### config.mk
export PLATFORM = sky130hd
export DESIGN_NAME = aes_rx_ctrl
export DESIGN_NICKNAME = d
export VERILOG_FILES = /design/src/rtl/aes_rx_ctrl.sv
export SDC_FILE = /design/constraint.sdc
export NUM_CORES = 1
export LEC_CHECK = 0
export CORE_AREA = 2 2 161 163
export CTS_BUF_LIST = sky130_fd_sc_hd__clkbuf_2 sky130_fd_sc_hd__clkbuf_4 sky130_fd_sc_hd__clkbuf_8
export DETAILED_ROUTE_END_ITERATION = 12
export DIE_AREA = 0 0 163 165
export GPL_TIMING_DRIVEN = 1
export MAX_ROUTING_LAYER = met4
export PLACE_DENSITY = 0.87
export SYNTH_ARGS = -nofsm -noshare
export SYNTH_HDL_FRONTEND = slang
export SYNTH_SLANG_ARGS = --single-unit
### constraint.sdc
create_clock -name clk -period 3.3 [get_ports clk]
set_input_delay 0.495 -clock clk [delete_from_list [all_inputs] [get_ports clk]]
set_output_delay 0.495 -clock clk [all_outputs]
set_load 0.1 [all_outputs]
### src/rtl/aes_rx_ctrl.sv
// Byte-stream front end for an AES core: collects 16-byte key and plaintext frames and sequences the core.
// Optional inter-byte frame timeout is enabled by defining AES_RX_TIMEOUT_EN.
module aes_rx_ctrl #(
    parameter logic [7:0]  KEY_CMD        = 8'h4B,
    parameter logic [7:0]  BLK_CMD        = 8'h44,
    parameter logic [31:0] TIMEOUT_CYCLES = 32'd1000000
) (
    input  logic         clk,
    input  logic         rstn,
    input  logic         rx_valid,
    input  logic [7:0]   rx_data,
    input  logic         aes_busy,
    input  logic         aes_done,
    output logic [127:0] key_out,
    output logic         key_load,
    output logic [127:0] blk_out,
    output logic         blk_start,
    output logic         busy,
    output logic         err,
    output logic         overrun
);

    typedef enum logic [2:0] {IDLE, RX_KEY, RX_BLK, ISSUE, WAIT} state_t;

    state_t         r_state;
    state_t         w_next_state;
    logic [3:0]     r_cnt;
    logic           r_key_ok;
    logic [127:0]   r_key_sh;
    logic [127:0]   r_key_out;
    logic [127:0]   r_blk;
    logic           r_key_load;
    logic           r_err;
    logic           r_overrun;

    logic           w_err_set;
    logic           w_ovr_set;
    logic           w_key_done;
    logic           w_blk_start;
    logic           w_shift_key;
    logic           w_shift_blk;
    logic           w_cnt_clr;
    logic           w_tmo_hit;

`ifdef AES_RX_TIMEOUT_EN
    logic [31:0]    r_tmo;

    // Counts idle cycles inside a frame; any byte or any other state restarts it.
    always_ff @(posedge clk) begin
        if (!rstn) begin
            r_tmo <= 32'd0;
        end else if ((r_state == RX_KEY || r_state == RX_BLK) && !rx_valid) begin
            r_tmo <= r_tmo + 32'd1;
        end else begin
            r_tmo <= 32'd0;
        end
    end

    assign w_tmo_hit = (r_tmo + 32'd1 == TIMEOUT_CYCLES);
`else
    logic           w_unused_tmo;

    assign w_unused_tmo = |TIMEOUT_CYCLES;
    assign w_tmo_hit    = 1'b0;
`endif

    always_ff @(posedge clk) begin
        if (!rstn) begin
            r_state <= IDLE;
        end else begin
            r_state <= w_next_state;
        end
    end

    always_comb begin
        // NOTE: every output of this block gets a default first, so no path leaves a latch behind.
        w_next_state = r_state;
        w_err_set    = 1'b0;
        w_ovr_set    = 1'b0;
        w_key_done   = 1'b0;
        w_blk_start  = 1'b0;
        w_shift_key  = 1'b0;
        w_shift_blk  = 1'b0;
        w_cnt_clr    = 1'b0;
        case (r_state)
            IDLE: begin
                if (rx_valid) begin
                    if (rx_data == KEY_CMD) begin
                        w_next_state = RX_KEY;
                        w_cnt_clr    = 1'b1;
                    end else if (rx_data == BLK_CMD && r_key_ok) begin
                        w_next_state = RX_BLK;
                        w_cnt_clr    = 1'b1;
                    end else begin
                        w_err_set    = 1'b1;
                    end
                end
            end
            RX_KEY: begin
                if (rx_valid) begin
                    w_shift_key = 1'b1;
                    if (r_cnt == 4'd15) begin
                        w_key_done   = 1'b1;
                        w_next_state = IDLE;
                    end
                end else if (w_tmo_hit) begin
                    w_err_set    = 1'b1;
                    w_next_state = IDLE;
                end
            end
            RX_BLK: begin
                if (rx_valid) begin
                    w_shift_blk = 1'b1;
                    if (r_cnt == 4'd15) begin
                        w_next_state = ISSUE;
                    end
                end else if (w_tmo_hit) begin
                    w_err_set    = 1'b1;
                    w_next_state = IDLE;
                end
            end
            ISSUE: begin
                w_ovr_set = rx_valid;
                if (!aes_busy) begin
                    w_blk_start  = 1'b1;
                    w_next_state = WAIT;
                end
            end
            WAIT: begin
                w_ovr_set = rx_valid;
                if (aes_done) begin
                    w_next_state = IDLE;
                end
            end
            default: w_next_state = IDLE;
        endcase
    end

    // The key is staged in a shadow register so a partial or abandoned frame never disturbs key_out.
    always_ff @(posedge clk) begin
        // NOTE: every register here is cleared by reset, because software may read key_out/blk_out straight after it.
        if (!rstn) begin
            r_cnt      <= 4'd0;
            r_key_ok   <= 1'b0;
            r_key_sh   <= 128'd0;
            r_key_out  <= 128'd0;
            r_blk      <= 128'd0;
            r_key_load <= 1'b0;
            r_err      <= 1'b0;
            r_overrun  <= 1'b0;
        end else begin
            // NOTE: non-blocking assignments, so every right-hand side reads the pre-edge value.
            r_key_load <= w_key_done;
            r_err      <= w_err_set;
            r_overrun  <= w_ovr_set;
            if (w_cnt_clr) begin
                r_cnt <= 4'd0;
            end else if (w_shift_key || w_shift_blk) begin
                r_cnt <= r_cnt + 4'd1;
            end
            if (w_shift_key) begin
                r_key_sh <= {r_key_sh[119:0], rx_data};
            end
            if (w_key_done) begin
                r_key_out <= {r_key_sh[119:0], rx_data};
                r_key_ok  <= 1'b1;
            end
            if (w_shift_blk) begin
                r_blk <= {r_blk[119:0], rx_data};
            end
        end
    end

    assign key_out   = r_key_out;
    assign key_load  = r_key_load;
    assign blk_out   = r_blk;
    assign blk_start = w_blk_start;
    assign busy      = (r_state != IDLE);
    assign err       = r_err;
    assign overrun   = r_overrun;

endmodule

Yosys cells after proc, flatten, opt, wreduce, memory -nomap -nowiden
Index checks and enable logic that the tools add are counted.
{ "word_totals": {"reg_bits": 387, "elab_cells": 60, "in_bits": 13, "output_inout_bits": 261} }
{ "classes": {"n_eq_ne": 15, "bitwise": 3, "n_reduce_logical": 9, "n_addsub": 1, "n_mux": 23} }
{ "op_table": {"columns": ["op", "n"], "rows": [
  ["two-way mux 3 bit", 9],
  ["== test 8 x 7 -> 1 bit (second input constant)", 2],
  ["case mux 3 bit (5 select lines)", 1],
  ["!= test 2 bit (second input constant)", 7],
  ["two-way mux 1 bit", 13],
  ["AND reduction 8 bit", 1],
  ["== test 3 x 2 -> 1 bit (second input constant)", 2],
  ["adder 4 x 1 -> 4 bit (second input constant)", 1],
  ["== test 4 bit (second input constant)", 1],
  ["OR reduction 2 bit", 2],
  ["OR reduction 4 bit", 1],
  ["== test 3 x 1 -> 1 bit (second input constant)", 1],
  ["== test 3 bit (second input constant)", 1],
  ["logical NOT 3 bit", 1],
  ["!= test 3 bit (second input constant)", 1],
  ["NOT 1 bit", 3],
  ["nonzero test 3 bit", 1],
  ["AND reduction 2 bit", 1],
  ["logical AND 1 bit", 1],
  ["logical OR 1 bit", 1]
]} }

Longest topological paths before layout
{ "logic_depth": {"ltp_word": 7, "depth_mapped": 8} }

Worst setup path after synthesis
Ideal clock, no wire load.
{ "synth_timing": {"kind": "flip-flop to flip-flop", "from": "reg r_state[2]", "to": "reg r_cnt[0]", "synth_period_minus_slack_ns": 1.972, "path_buffers": 1, "arrival_time_ns": 1.840, "required_ns": 3.168, "slack_ns": 1.328, "path_stages_with_launch": 5, "cell_sequence": "dfxtp_1 -> buf_2 -> or3_1 -> o41ai_2 -> nor2_1"} }
{ "synth_via": {"elab_chain_cells": 3, "word_cells_on_any_way": 8, "classes_between": "eq/ne: 2; mux: 3; reduce/logical: 3"} }
{ "synth_rtl": {"columns": ["element", "line", "source"], "rows": [
  ["start: declaration", "25", "state_t r_state;"],
  ["start signal: assignment", "71", "r_state <= w_next_state;"],
  ["== test 3 x 1 -> 1 bit, or another cell as far along", "85", "case (r_state)"],
  ["two-way mux 1 bit", "85", null],
  ["logical OR 1 bit / OR reduction 2 bit (equally long branches)", null, null],
  ["end signal: assignment", "159", "r_cnt <= r_cnt + 4'd1;"],
  ["end: declaration", "27", "logic [3:0] r_cnt;"]
]} }
Several ways; a longest one is shown, not always the timed one.
A chain may end at the register's enable or synchronous reset.

Worst setup path in the final report
{ "layout_timing": {"from": "reg r_blk[14], in the netlist blk_out[14]", "to": "out blk_out[14]"} }
{ "layout_lines": {"columns": ["element", "line", "source"], "rows": [
  ["start: declaration", "31", "logic [127:0] r_blk;"],
  ["start signal: assignment", "169", "r_blk <= {r_blk[119:0], rx_data};"],
  ["end: declaration", "16", "output logic [127:0] blk_out,"]
]} }
No word-level cell between the ends.

==> results_dict.tcl <==
set metrics [dict create \
    min_to "key_out[123]$_SDFFE_PN0P_" \
    dp_hpwl_um 22610 \
    cts_tree "yes" \
    antenna_left 0 \
    grt_start_max_net_pins 170 \
    hold_buffers 0 \
    grt_pass1_vias 11260 \
    r2r_start "r_state[1]$_SDFFE_PN0P_" \
    yosys_register_bits 387 \
    start_util_pct 57.78 \
    synthDominantCellAreaShare_pct 53.55 \
    ys_seq_area_share_pct 53.55 \
    r2r_cells 5 \
    cp-startpoint "blk_out[14]$_SDFFE_PN0P_" \
    ys_warn_count 0 \
    path_delay_family "buffers and inverters" \
    syn-num-nets 1714 \
    ys_async_sr_fraction_pct 0 \
    htree_levels 2 \
    crit_buf_inv 1 \
    clkTransAtPathRegs_ns 0.07 \
    numPortBuffers 273 \
    vias 12000 \
    fin_crit_ns 2.668 \
    setup_viol 0 \
    rr_endpoint "key_out[127]$_SDFFE_PN0P_" \
    rsz0062_at_grt "false" \
    finalSetupTns_ns 0 \
    drive_above_1_share_pct 9.197 \
    wl_um 35480 \
    reg2reg_slack_ns 0.85 \
    cts_buffer_depth 3 \
    placedCellCount 2186 \
    drc 0 \
    grt_antenna_before_repair 0 \
    syn_avg_cell_area_um2 8.510 \
    power_mw 9.142 \
    die_y_um 165 \
    final_core_util_pct 73.48 \
    routedWlPerCell_um 15.44 \
    crit_type "register to primary output" \
    setup_ws_ns 0.6318 \
    tightestPinTransition_ns 1.035 \
    gp_congestion 0.8254 \
    cts_resized 0 \
    start_kind "register" \
    final_area_um2 18400 \
    dr.first_iter.drc_count 1095 \
    syn_inst 1700 \
    fin_hold_ws_ns 0.4467 \
    critical_path.max_fanout 3 \
    grt_overflow 0 \
    synth_edf_count 0 \
    cp_cell_sequence "clkdlybuf4s50_1" \
    root_buffer "clkbuf_8" \
    worstPathArrival_ns 2.17 \
    skew_ns 0.01891 \
    cp-end-kind "primary output" \
    power_density_nw_per_um2 496.9 \
    core_um2 25040 \
    synthTopCellsByArea "dfxtp_1 (54%), nand2_1 (20%), a21boi_0 (10%), a21boi_1 (9.2%), buf_2 (1.9%)" \
    hold_viol 0 \
    numCtsBuffers 60 \
    placed_area_um2 17050 \
    post_cts_buffers 0 \
    antenna_cells 0 \
    dr.pass1.iters 5 \
    max-vdd-ir-drop_v 0.0004653 \
    rows 58 \
    die_w_um 163 \
    nets 1932 \
    ys.flop_type "dfxtp_1" \
    relSlewSlack_pct 30.77 \
    areaGrowthSynthToFinish_pct 27.17 \
    status "complete, no violations" \
    slew_violations 0 \
    grt_pass1_wl_um 57250 \
    leakage_nw 6.158 \
    cpPeakStageDelay_ns 1.17 \
    hp-class "register to register" \
    clk-insertion-delay-late_ns 0.59 \
    ys_types 38 \
    finalCritPeriodShare_pct 80.86 \
    grt_use_total_pct 26.89 \
    instances_no_fill 2298 \
    max_freq_mhz 374.8 \
    boundaryPins 274 \
    cp_slowest_cell "clkdlybuf4s50_1" \
    hold_path_depth 2 \
    cts_sinks 387 \
    synth.cell_area_um2 14470 \
    synth.largest_area_cell "dfxtp_1" \
    hp-start "r_key_sh[115]$_SDFFE_PN0P_" \
    max_cap_viol_count 0 \
    cp.required_ns 2.80 \
    viasPerCell 5.221 \
    dpl_worst_slack_ns 0.5340 \
    dieArea_um2 26900 \
]
## cell usage in the layout, fill, tap and decap left out, types with 2 or more instances in the layout
cell type,instances
a21oi_1,2
nor3_1,2
buf_12,8
clkbuf_4,19
a21boi_1,177
buf_4,51
nand2_1,758
nand3_1,2
clkdlybuf4s50_1,225
nor2b_1,2
dfxtp_1,387
clkinv_2,8
nor2_1,10
xnor2_1,4
clkinvlp_4,2
nor4b_1,2
a21boi_0,200
clkbuf_8,82
o21a_1,2
## cell usage after synthesis (all sizes together) (2+ instances only)
cell type,instances
a21boi,377
a21oi,2
buf,77
clkbuf,52
dfxtp,387
nand2,758
nand3,3
nor2,11
nor2b,2
nor3,2
nor3b,2
nor4b,2
o21a,2
o41ai,2
xnor2,4
## sequential cells by signal, summed over array words and instances, names as in the netlist
| signal | count |
|---|---|
| blk_out | 128 |
| key_out | 128 |
| r_key_sh | 120 |
| r_cnt | 4 |
| r_state | 3 |
| err | 1 |
| key_load | 1 |
| overrun | 1 |
| r_key_ok | 1 |
## layout make-up
type | instances | area (um2)
inverter | 1 | 3.754
multi-input combinational | 1183 | 6073
clock inverter | 12 | 93.84
tap | 330 | 412.9
sequential | 387 | 7747
timing repair buffer | 285 | 2809
clock buffer | 100 | 1257
fill | 1813 | 6639
## layer usage
| metal | global-route usage (%) | share of wire, % | vias up |
|---|---|---|---|
| li1 | - | - | 5913 |
| met2 | 42.28 | 47 | 343 |
| met5 | - | 0 | - |
| met1 | 34.58 | 44 | 5662 |
| met3 | 5.224 | 5.7 | 81 |
| met4 | 10.14 | 3.3 | 0 |
## report_power, final
group	internal (mW)	switching (mW)
clock network	2.48	1.83
logic	0.0792	0.0801
registers	4.67	0.000299
total	7.23	1.91
## worst max path at each step
stage	to	slack, ns	cells after the start
after floorplan	r_cnt[0]$_SDFFE_PP0P_	1.33	4
final	blk_out[14]	0.63	1
after detailed placement	key_out[1]$_SDFFE_PN0P_	0.53	6
after CTS	blk_out[14]	0.61	1
after global placement	key_out[127]$_SDFFE_PN0P_	0.60	6
after global routing	blk_out[44]	0.57	1
## kinds of logic after synthesis
kind of cell | count (synthesis) | share of synthesized area [%]
AOI/OAI and AO/OA | 387 | 20.13
adders and majority gates | 1 | 0.08648
xor gates and xnor gates | 4 | 0.2421
muxes | 1 | 0.06919
DFF | 387 | 53.55
and+or+nand+nor | 790 | 21.16
buffers and inverters | 130 | 4.757
Power figures use the tool's default switching activity.
